===== config.mk =====
export PLATFORM = sky130hd
export DESIGN_NAME = auto_corner_detector
export DESIGN_NICKNAME = d
export VERILOG_FILES = /design/src/rtl/corner_pkg.sv /design/src/rtl/corner_extreme_tracker.sv /design/src/rtl/auto_corner_detector.sv
export SDC_FILE = /design/constraint.sdc
export NUM_CORES = 1
export LEC_CHECK = 0
export ABC_AREA = 1
export CORE_UTILIZATION = 46
export CTS_CLUSTER_SIZE = 16
export DETAILED_ROUTE_END_ITERATION = 7
export PLACE_DENSITY = 0.66
export SYNTH_ARGS = -nofsm -noshare
export SYNTH_HDL_FRONTEND = slang
export SYNTH_SLANG_ARGS = --single-unit

===== constraint.sdc =====
create_clock -name clk -period 1.8 [get_ports clk]
set_input_delay 0.18 -clock clk [delete_from_list [all_inputs] [get_ports clk]]
set_output_delay 0.18 -clock clk [all_outputs]
set_load 0.005 [all_outputs]

===== src/rtl/corner_pkg.sv =====
// Shared types and helpers for the auto corner detector.
// Contents: coordinate/bus widths, corner index constants, tracker
// metric/direction selectors, FSM state enum, and pack/unpack helpers for
// the 80-bit {TLx,TLy,TRx,TRy,BRx,BRy,BLx,BLy} corner bus.
// Optional macro: CORNER_SMOOTH_EN adds the ACCUM2 state.
package corner_pkg;

   localparam int unsigned COORD_W     = 10;
   localparam int unsigned POINT_W     = 2 * COORD_W;
   localparam int unsigned NUM_CORNERS = 4;
   localparam int unsigned BUS_W       = NUM_CORNERS * POINT_W;

   localparam int unsigned TL = 0;
   localparam int unsigned TR = 1;
   localparam int unsigned BR = 2;
   localparam int unsigned BL = 3;

   typedef enum logic {METRIC_SUM, METRIC_DIFF} metric_e;
   typedef enum logic {DIR_MIN, DIR_MAX}        dir_e;

`ifdef CORNER_SMOOTH_EN
   typedef enum logic [2:0] {IDLE, ARMED, ACCUM, ACCUM2, HOLD} state_e;
`else
   typedef enum logic [1:0] {IDLE, ARMED, ACCUM, HOLD} state_e;
`endif

   typedef struct packed {
      logic [COORD_W-1:0] x;
      logic [COORD_W-1:0] y;
   } point_t;

   // TL lands in the top bits, BL in the bottom bits.
   function automatic logic [BUS_W-1:0] pack_corners(input point_t tl, input point_t tr,
                                                     input point_t br, input point_t bl);
      return {tl, tr, br, bl};
   endfunction

   function automatic point_t unpack_corner(input logic [BUS_W-1:0] bus, input int unsigned idx);
      return point_t'(bus[BUS_W-1-idx*POINT_W -: POINT_W]);
   endfunction

endpackage


===== src/rtl/corner_extreme_tracker.sv =====
// Tracks the extreme point of one metric over a frame.
// Ports: clk, reset_n (async, active-low), clear (sync re-init), en (qualified
// pixel this cycle), x/y (pixel coordinate), best (stored extreme point).
// METRIC selects x+y (unsigned) or x-y (signed); DIR selects min or max.
// Strict compare keeps the earliest pixel on ties.
module corner_extreme_tracker
   import corner_pkg::*;
#(
   parameter metric_e METRIC = METRIC_SUM,
   parameter dir_e    DIR    = DIR_MIN
) (
   input  logic               clk,
   input  logic               reset_n,
   input  logic               clear,
   input  logic               en,
   input  logic [COORD_W-1:0] x,
   input  logic [COORD_W-1:0] y,
   output point_t             best
);

   localparam int unsigned M_W = COORD_W + 2;

   // Sentinel that any real pixel beats on the first strict compare.
   localparam logic signed [M_W-1:0] INIT_M =
      (METRIC == METRIC_SUM) ?
         ((DIR == DIR_MIN) ? M_W'(2 ** (COORD_W + 1) - 1) : M_W'(0)) :
         ((DIR == DIR_MIN) ? M_W'(2 ** COORD_W - 1)       : M_W'(-(2 ** COORD_W)));

   logic [COORD_W:0]        sum_c;
   logic [COORD_W:0]        diff_c;
   logic signed [M_W-1:0]   metric_c;
   logic signed [M_W-1:0]   best_m;
   logic                    better_c;

   // Metric of the current pixel and strict comparison against the stored best.
   always_comb begin
      sum_c    = {1'b0, x} + {1'b0, y};
      diff_c   = {1'b0, x} - {1'b0, y};
      metric_c = (METRIC == METRIC_SUM) ? $signed({1'b0, sum_c})
                                        : $signed({diff_c[COORD_W], diff_c});
      better_c = (DIR == DIR_MIN) ? (metric_c < best_m) : (metric_c > best_m);
   end

   always_ff @(posedge clk or negedge reset_n) begin
      if (!reset_n) begin
         best_m <= INIT_M;
         best   <= '0;
      end else if (clear) begin
         best_m <= INIT_M;
         best   <= '0;
      end else if (en && better_c) begin
         best_m <= metric_c;
         best   <= point_t'({x, y});
      end
   end

endmodule


===== src/rtl/auto_corner_detector.sv =====
// Scans one frame of thresholded marker pixels and publishes the four extreme
// points TL=min(x+y), TR=max(x-y), BR=max(x+y), BL=min(x-y) for the manual
// corner-adjust stage.
// Ports: clk, reset_n (async, active-low), field (frame toggle, rising edge =
// frame boundary), pixel_valid/hcount/vcount/pixel_on (pixel stream),
// capture (detection request), auto_corners (80-bit corner bus), set_corners
// (load strobe spanning one field rising edge), busy (not IDLE), detect_fail
// (one-cycle pulse on too few marker pixels).
// Optional macro: CORNER_SMOOTH_EN averages the result of two consecutive frames.
module auto_corner_detector
   import corner_pkg::*;
#(
   parameter int unsigned H_ACTIVE   = 640,
   parameter int unsigned V_ACTIVE   = 480,
   parameter int unsigned MIN_PIXELS = 16
) (
   input  logic               clk,
   input  logic               reset_n,
   input  logic               field,
   input  logic               pixel_valid,
   input  logic [COORD_W-1:0] hcount,
   input  logic [COORD_W-1:0] vcount,
   input  logic               pixel_on,
   input  logic               capture,
   output logic [BUS_W-1:0]   auto_corners,
   output logic               set_corners,
   output logic               busy,
   output logic               detect_fail
);

   localparam int unsigned CNT_W = 16;

   state_e             state;
   logic               field_q;
   logic [CNT_W-1:0]   count;
   logic               fedge_c;
   logic               in_accum_c;
   logic               qual_c;
   logic               clear_c;
   logic               count_low_c;
   logic [BUS_W-1:0]   live_bus_c;
   point_t             best_pt [NUM_CORNERS];

   // Frame edge, pixel qualification and tracker re-init. A pixel on the
   // fedge cycle belongs to the next frame and is never accumulated.
   always_comb begin
      fedge_c     = field & ~field_q;
`ifdef CORNER_SMOOTH_EN
      in_accum_c  = (state == ACCUM) || (state == ACCUM2);
      clear_c     = fedge_c && ((state == ARMED) || (state == ACCUM));
`else
      in_accum_c  = (state == ACCUM);
      clear_c     = fedge_c && (state == ARMED);
`endif
      qual_c      = in_accum_c && !fedge_c && pixel_valid && pixel_on &&
                    (32'(hcount) < H_ACTIVE) && (32'(vcount) < V_ACTIVE);
      count_low_c = 32'(count) < MIN_PIXELS;
      live_bus_c  = pack_corners(best_pt[TL], best_pt[TR], best_pt[BR], best_pt[BL]);
   end

   corner_extreme_tracker #(.METRIC(METRIC_SUM), .DIR(DIR_MIN)) u_tl (
      .clk(clk), .reset_n(reset_n), .clear(clear_c), .en(qual_c),
      .x(hcount), .y(vcount), .best(best_pt[TL]));
   corner_extreme_tracker #(.METRIC(METRIC_DIFF), .DIR(DIR_MAX)) u_tr (
      .clk(clk), .reset_n(reset_n), .clear(clear_c), .en(qual_c),
      .x(hcount), .y(vcount), .best(best_pt[TR]));
   corner_extreme_tracker #(.METRIC(METRIC_SUM), .DIR(DIR_MAX)) u_br (
      .clk(clk), .reset_n(reset_n), .clear(clear_c), .en(qual_c),
      .x(hcount), .y(vcount), .best(best_pt[BR]));
   corner_extreme_tracker #(.METRIC(METRIC_DIFF), .DIR(DIR_MIN)) u_bl (
      .clk(clk), .reset_n(reset_n), .clear(clear_c), .en(qual_c),
      .x(hcount), .y(vcount), .best(best_pt[BL]));

`ifdef CORNER_SMOOTH_EN
   logic [BUS_W-1:0] frame_a;
   logic [BUS_W-1:0] smooth_bus_c;
   point_t           a_pt;

   // Rounded mean of two coordinates through an 11-bit intermediate.
   function automatic logic [COORD_W-1:0] avg2(input logic [COORD_W-1:0] a,
                                               input logic [COORD_W-1:0] b);
      logic [COORD_W:0] s;
      s = (COORD_W+1)'(a) + (COORD_W+1)'(b) + (COORD_W+1)'(1);
      return s[COORD_W:1];
   endfunction

   // Per-field average of frame A (saved) and frame B (live trackers).
   always_comb begin
      smooth_bus_c = '0;
      a_pt         = '0;
      for (int unsigned i = 0; i < NUM_CORNERS; i++) begin
         a_pt = unpack_corner(frame_a, i);
         smooth_bus_c[BUS_W-1-i*POINT_W -: POINT_W] =
            {avg2(a_pt.x, best_pt[i].x), avg2(a_pt.y, best_pt[i].y)};
      end
   end
`endif

   // Control FSM, marker counter and registered outputs.
   always_ff @(posedge clk or negedge reset_n) begin
      if (!reset_n) begin
         state        <= IDLE;
         field_q      <= 1'b0;
         count        <= '0;
         auto_corners <= '0;
         set_corners  <= 1'b0;
         busy         <= 1'b0;
         detect_fail  <= 1'b0;
`ifdef CORNER_SMOOTH_EN
         frame_a      <= '0;
`endif
      end else begin
         field_q     <= field;
         detect_fail <= 1'b0;

         // Saturating marker count.
         if (clear_c) begin
            count <= '0;
         end else if (qual_c && (count != '1)) begin
            count <= count + CNT_W'(1);
         end

         case (state)
            IDLE: begin
               if (capture) begin
                  state <= ARMED;
                  busy  <= 1'b1;
               end
            end
            ARMED: begin
               if (fedge_c) begin
                  state <= ACCUM;
               end
            end
            ACCUM: begin
               if (fedge_c) begin
                  if (count_low_c) begin
                     detect_fail <= 1'b1;
                     state       <= IDLE;
                     busy        <= 1'b0;
                  end else begin
`ifdef CORNER_SMOOTH_EN
                     frame_a      <= live_bus_c;
                     state        <= ACCUM2;
`else
                     auto_corners <= live_bus_c;
                     set_corners  <= 1'b1;
                     state        <= HOLD;
`endif
                  end
               end
            end
`ifdef CORNER_SMOOTH_EN
            ACCUM2: begin
               if (fedge_c) begin
                  if (count_low_c) begin
                     detect_fail <= 1'b1;
                     state       <= IDLE;
                     busy        <= 1'b0;
                  end else begin
                     auto_corners <= smooth_bus_c;
                     set_corners  <= 1'b1;
                     state        <= HOLD;
                  end
               end
            end
`endif
            HOLD: begin
               // Strobe stays up until the consumer has seen one fedge.
               if (fedge_c) begin
                  set_corners <= 1'b0;
                  state       <= IDLE;
                  busy        <= 1'b0;
               end
            end
            default: begin
               state       <= IDLE;
               set_corners <= 1'b0;
               busy        <= 1'b0;
            end
         endcase
      end
   end

endmodule

==> flow_metrics.env <==
export IMPL_status="finished, violations left"
export IMPL_violations="negative setup slack"
export IMPL_syn_area_per_cell_sq_um=8.16
export IMPL_drc_errors=0
export IMPL_worstHoldPathType="in -> reg"
export IMPL_grt_ovfl_total=0
export IMPL_grt_max_degree=59
export IMPL_switchingPower_mw=9.12
export IMPL_leakage_nw=8.63
export IMPL_design_core_area_sq_um=24300
export IMPL_p_seq_frac=0.346
export IMPL_antenna_found_initial=0
export IMPL_cts_tree="yes"
export IMPL_fin_util=0.727
export IMPL_finalHoldViolations=0
export IMPL_synth_top_cell_by_area="dfrtp_1"
export IMPL_worst_path_buf_inv=5
export IMPL_cts_inserted_buffers=25
export IMPL_p_int_mw=15.7
export IMPL_power_frac_comb=0.442
export IMPL_relSlewSlack=0.399
export IMPL_timing_final_crit_share=1.42
export IMPL_start_util=0.470
export IMPL_synth_flop_cell="dfrtp_1"
export IMPL_diodes=0
export IMPL_finalMaxSlewViolations=0
export IMPL_endpoint_kind="register"
export IMPL_reg2reg_setup_slack_ns=-0.35
export IMPL_postSynthCellCount=1399
export IMPL_worst_path_max_delay_cell="nand4_1"
export IMPL_synth_area_leaders="dfrtp_1 (45%), nand2_1 (14%), ha_1 (6.9%)"
export IMPL_final_fill_count=1625
export IMPL_final_common_cell="nand2_1"
export IMPL_h_tree_depth=1
export IMPL_period_needed_ns=2.56
export IMPL_power_density_nw_per_um2=1400
export IMPL_synth_nets=1490
export IMPL_grt_pass1_wl_mm=56.5
export IMPL_worst_clock_skew_ns=0.00978
export IMPL_rows=57
export IMPL_setup_viol_count_final=124
export IMPL_fin_ws_ns=-0.764
export IMPL_drt_total_wl_mm=39.4
export IMPL_finalSetupTns_ns=-78.17
export IMPL_cp_arrival_ns=3.00
export IMPL_rsz0062_at_grt="true"
export IMPL_path_class="in -> reg"
export IMPL_whs_ns=0.0398
export IMPL_multiInputGateArea_sq_um=6690
export IMPL_synth_seq_cells=226
export IMPL_path_max_fanout=8
export IMPL_die_area_sq_um=25500
export IMPL_cp_data_required_time_ns=2.24
export IMPL_clockBufferDepth=3
export IMPL_async_reset_ff_frac=1.00
export IMPL_netlist_area_sq_um=11400
export IMPL_ys_warnings_count=0
export IMPL_final_seq_area_sq_um=5680
export IMPL_clk_pin_slew_worst_paths_ns=0.06
export IMPL_gp_congestion=0.902
export IMPL_start_kind="input pin"
export IMPL_maxCapViolations=0
export IMPL_synth_cell_types=37
export IMPL_yosys_area_top_type_share=0.447
export IMPL_max_vdd_ir_drop_mv=0.892
export IMPL_seq_area_frac_synth=0.498
export IMPL_fp_dieW_um=160
export IMPL_layout_common_cells="nand2_1 (371), dfrtp_1 (204), buf_4 (145), inv_1 (132), clkdlybuf4s50_1 (87)"
export IMPL_io_pins=109
export IMPL_drive_gt1_frac=0.365
export IMPL_max_freq_mhz=390
export IMPL_portBuffers=108
export IMPL_grt_pass1_vias=10800
export IMPL_max_stage_delay_ns=0.33
export IMPL_cts_sinks=226
export IMPL_vias_per_cell=5.48
export IMPL_clkLatencyLatePin_ns=0.55
export IMPL_crit_chain="buf_2, buf_4, ha_1, a21oi_4, nor2_1, o21ai_2, nand4_1, buf_4, ha_4, nand2_4, nor2_4, nand3_2, nand3_2, nand2_4, buf_6, buf_12, nand3_2, o21ai_1"
export IMPL_grtUsageTotal=0.278
export IMPL_die_h_um=160
export IMPL_place_hpwl_mm=22.8
export IMPL_synth_edf_count=0
export IMPL_syn_to_final_growth_pct=54.9
export IMPL_drtAntennaViolNets=0
export IMPL_switching_share=0.368
export IMPL_vias=11200
export IMPL_crit_family="simple AND/OR/NAND/NOR gates"
export IMPL_path_common_cell="nand3_2"
export IMPL_nets=1783
export IMPL_cts_root_buf="clkbuf_16"
export IMPL_clkPwrFrac=0.213
export IMPL_routedWlPerCell_um=19.4
export IMPL_tightest_slew_ns=0.898
export IMPL_initialDrtViolationCount=928
export IMPL_drt_pass1_iter_count=6
worst paths after layout:
kind                                start         endpoint  depth (start not counted)
setup reg to reg           u_bl.best_m[9]     u_bl.best[6]                         11
hold / removal                  vcount[0]   u_br.best_m[0]                          3
max in group asynchronous         reset_n  u_tl.best_m[10]                          3
setup / recovery                hcount[3]   u_br.best_m[0]                         18
hold reg to reg            u_bl.best_m[9]   u_bl.best_m[9]                          2
min in group asynchronous         reset_n   u_br.best_m[5]                          2
cells by family (layout without fill, tap and decap cells):
| group | Yosys count | count (layout) | synth area share |
|---|---|---|---|
| xor gates and xnor gates | 12 | 12 | 0.00920 |
| AOI/OAI and AO/OA | 150 | 150 | 0.0708 |
| adders and majority gates | 65 | 65 | 0.0725 |
| and+or+nand+nor | 720 | 722 | 0.267 |
| buffers and inverters | 226 | 535 | 0.0827 |
| DFF | 226 | 226 | 0.498 |
final cells by class:
| cell class | count | share of cell area |
|---|---|---|
| repair inverters | 6 | 0.00410 |
| repair buffers | 321 | 0.187 |
| clock buffers | 32 | 0.0391 |
| inverters | 163 | 0.0391 |
| multi-input cells | 949 | 0.378 |
| flip-flops and latches | 226 | 0.321 |
| well taps | 324 | 0.0229 |
| clock inverters | 13 | 0.00807 |
flip-flops by register name, indices dropped and copies added (netlist names):
signal / count
u_br.best_m: 11
u_br.best: 20
set_corners: 1
count: 16
u_tl.best: 20
u_tr.best: 20
busy: 1
u_bl.best_m: 11
auto_corners: 80
u_bl.best: 20
u_tl.best_m: 11
field_q: 1
u_tr.best_m: 11
detect_fail: 1
state: 2
tightest hold or removal path, stage by stage:
cell	delay, ns
buf_8	0.08
ha_4	0.20
o21ai_1	0.09
synth_stat cells (3+ instances only):
master    count
o21bai_1      5
o22ai_1      19
nor2_2        3
inv_1       158
nand2_2       3
nor2_1       84
nand4_1      48
dfrtp_1     204
nor4_1        4
ha_1         63
inv_2         4
xor2_1       11
buf_4        11
a31oi_1       4
o21ai_1       5
a21oi_1      34
nor3_1       16
nand3_1     111
o21ai_0      77
dfstp_2      22
buf_1         8
buf_2        32
or2_2         4
clkbuf_1     10
nand2_1     441
metrics by stage:
| stage | std cells | worst slack (ns) | cell area [sq um] | power, mW |
|---|---|---|---|---|
| floorplan | 1399 | -0.701 | 11800 | 12.7 |
| global placement | 1920 | -1.59 | 14200 | 16.1 |
| detailed placement | 1920 | -1.65 | 14200 | 16.4 |
| CTS | 2006 | -0.563 | 16500 | 22.9 |
| global route | 2034 | -0.753 | 17700 | 26.2 |
| finish | 2034 | -0.764 | 17700 | 24.8 |
per-layer routing:
metal | track usage | share of wire | vias up
met5 | 0 | 0 | -
met3 | 0.0352 | 0.059 | 159
li1 | - | - | 5105
met1 | 0.350 | 0.39 | 5426
met2 | 0.479 | 0.49 | 466
met4 | 0.122 | 0.058 | 0
power groups by stage:
stage,logic (mW),registers (mW),clock network (mW)
global route,11.8,8.79,5.56
CTS,9.17,8.45,5.31
floorplan,4.40,8.28,0
detailed placement,8.00,8.42,0
finish,11.0,8.57,5.28
global placement,7.77,8.37,0
timing repair:
item / 4_1_cts / 5_1_grt
gates resized for setup: 340 / 207
cloned: 11 / 11
hold endpoints to repair: 204 / 0
setup buffers: 31 / 24
endpoints found under the setup margin: 125 / 213
hold buffers: 1 / 0
pin swaps: 77 / 112
No activity file was read; power rests on OpenSTA's default activity.
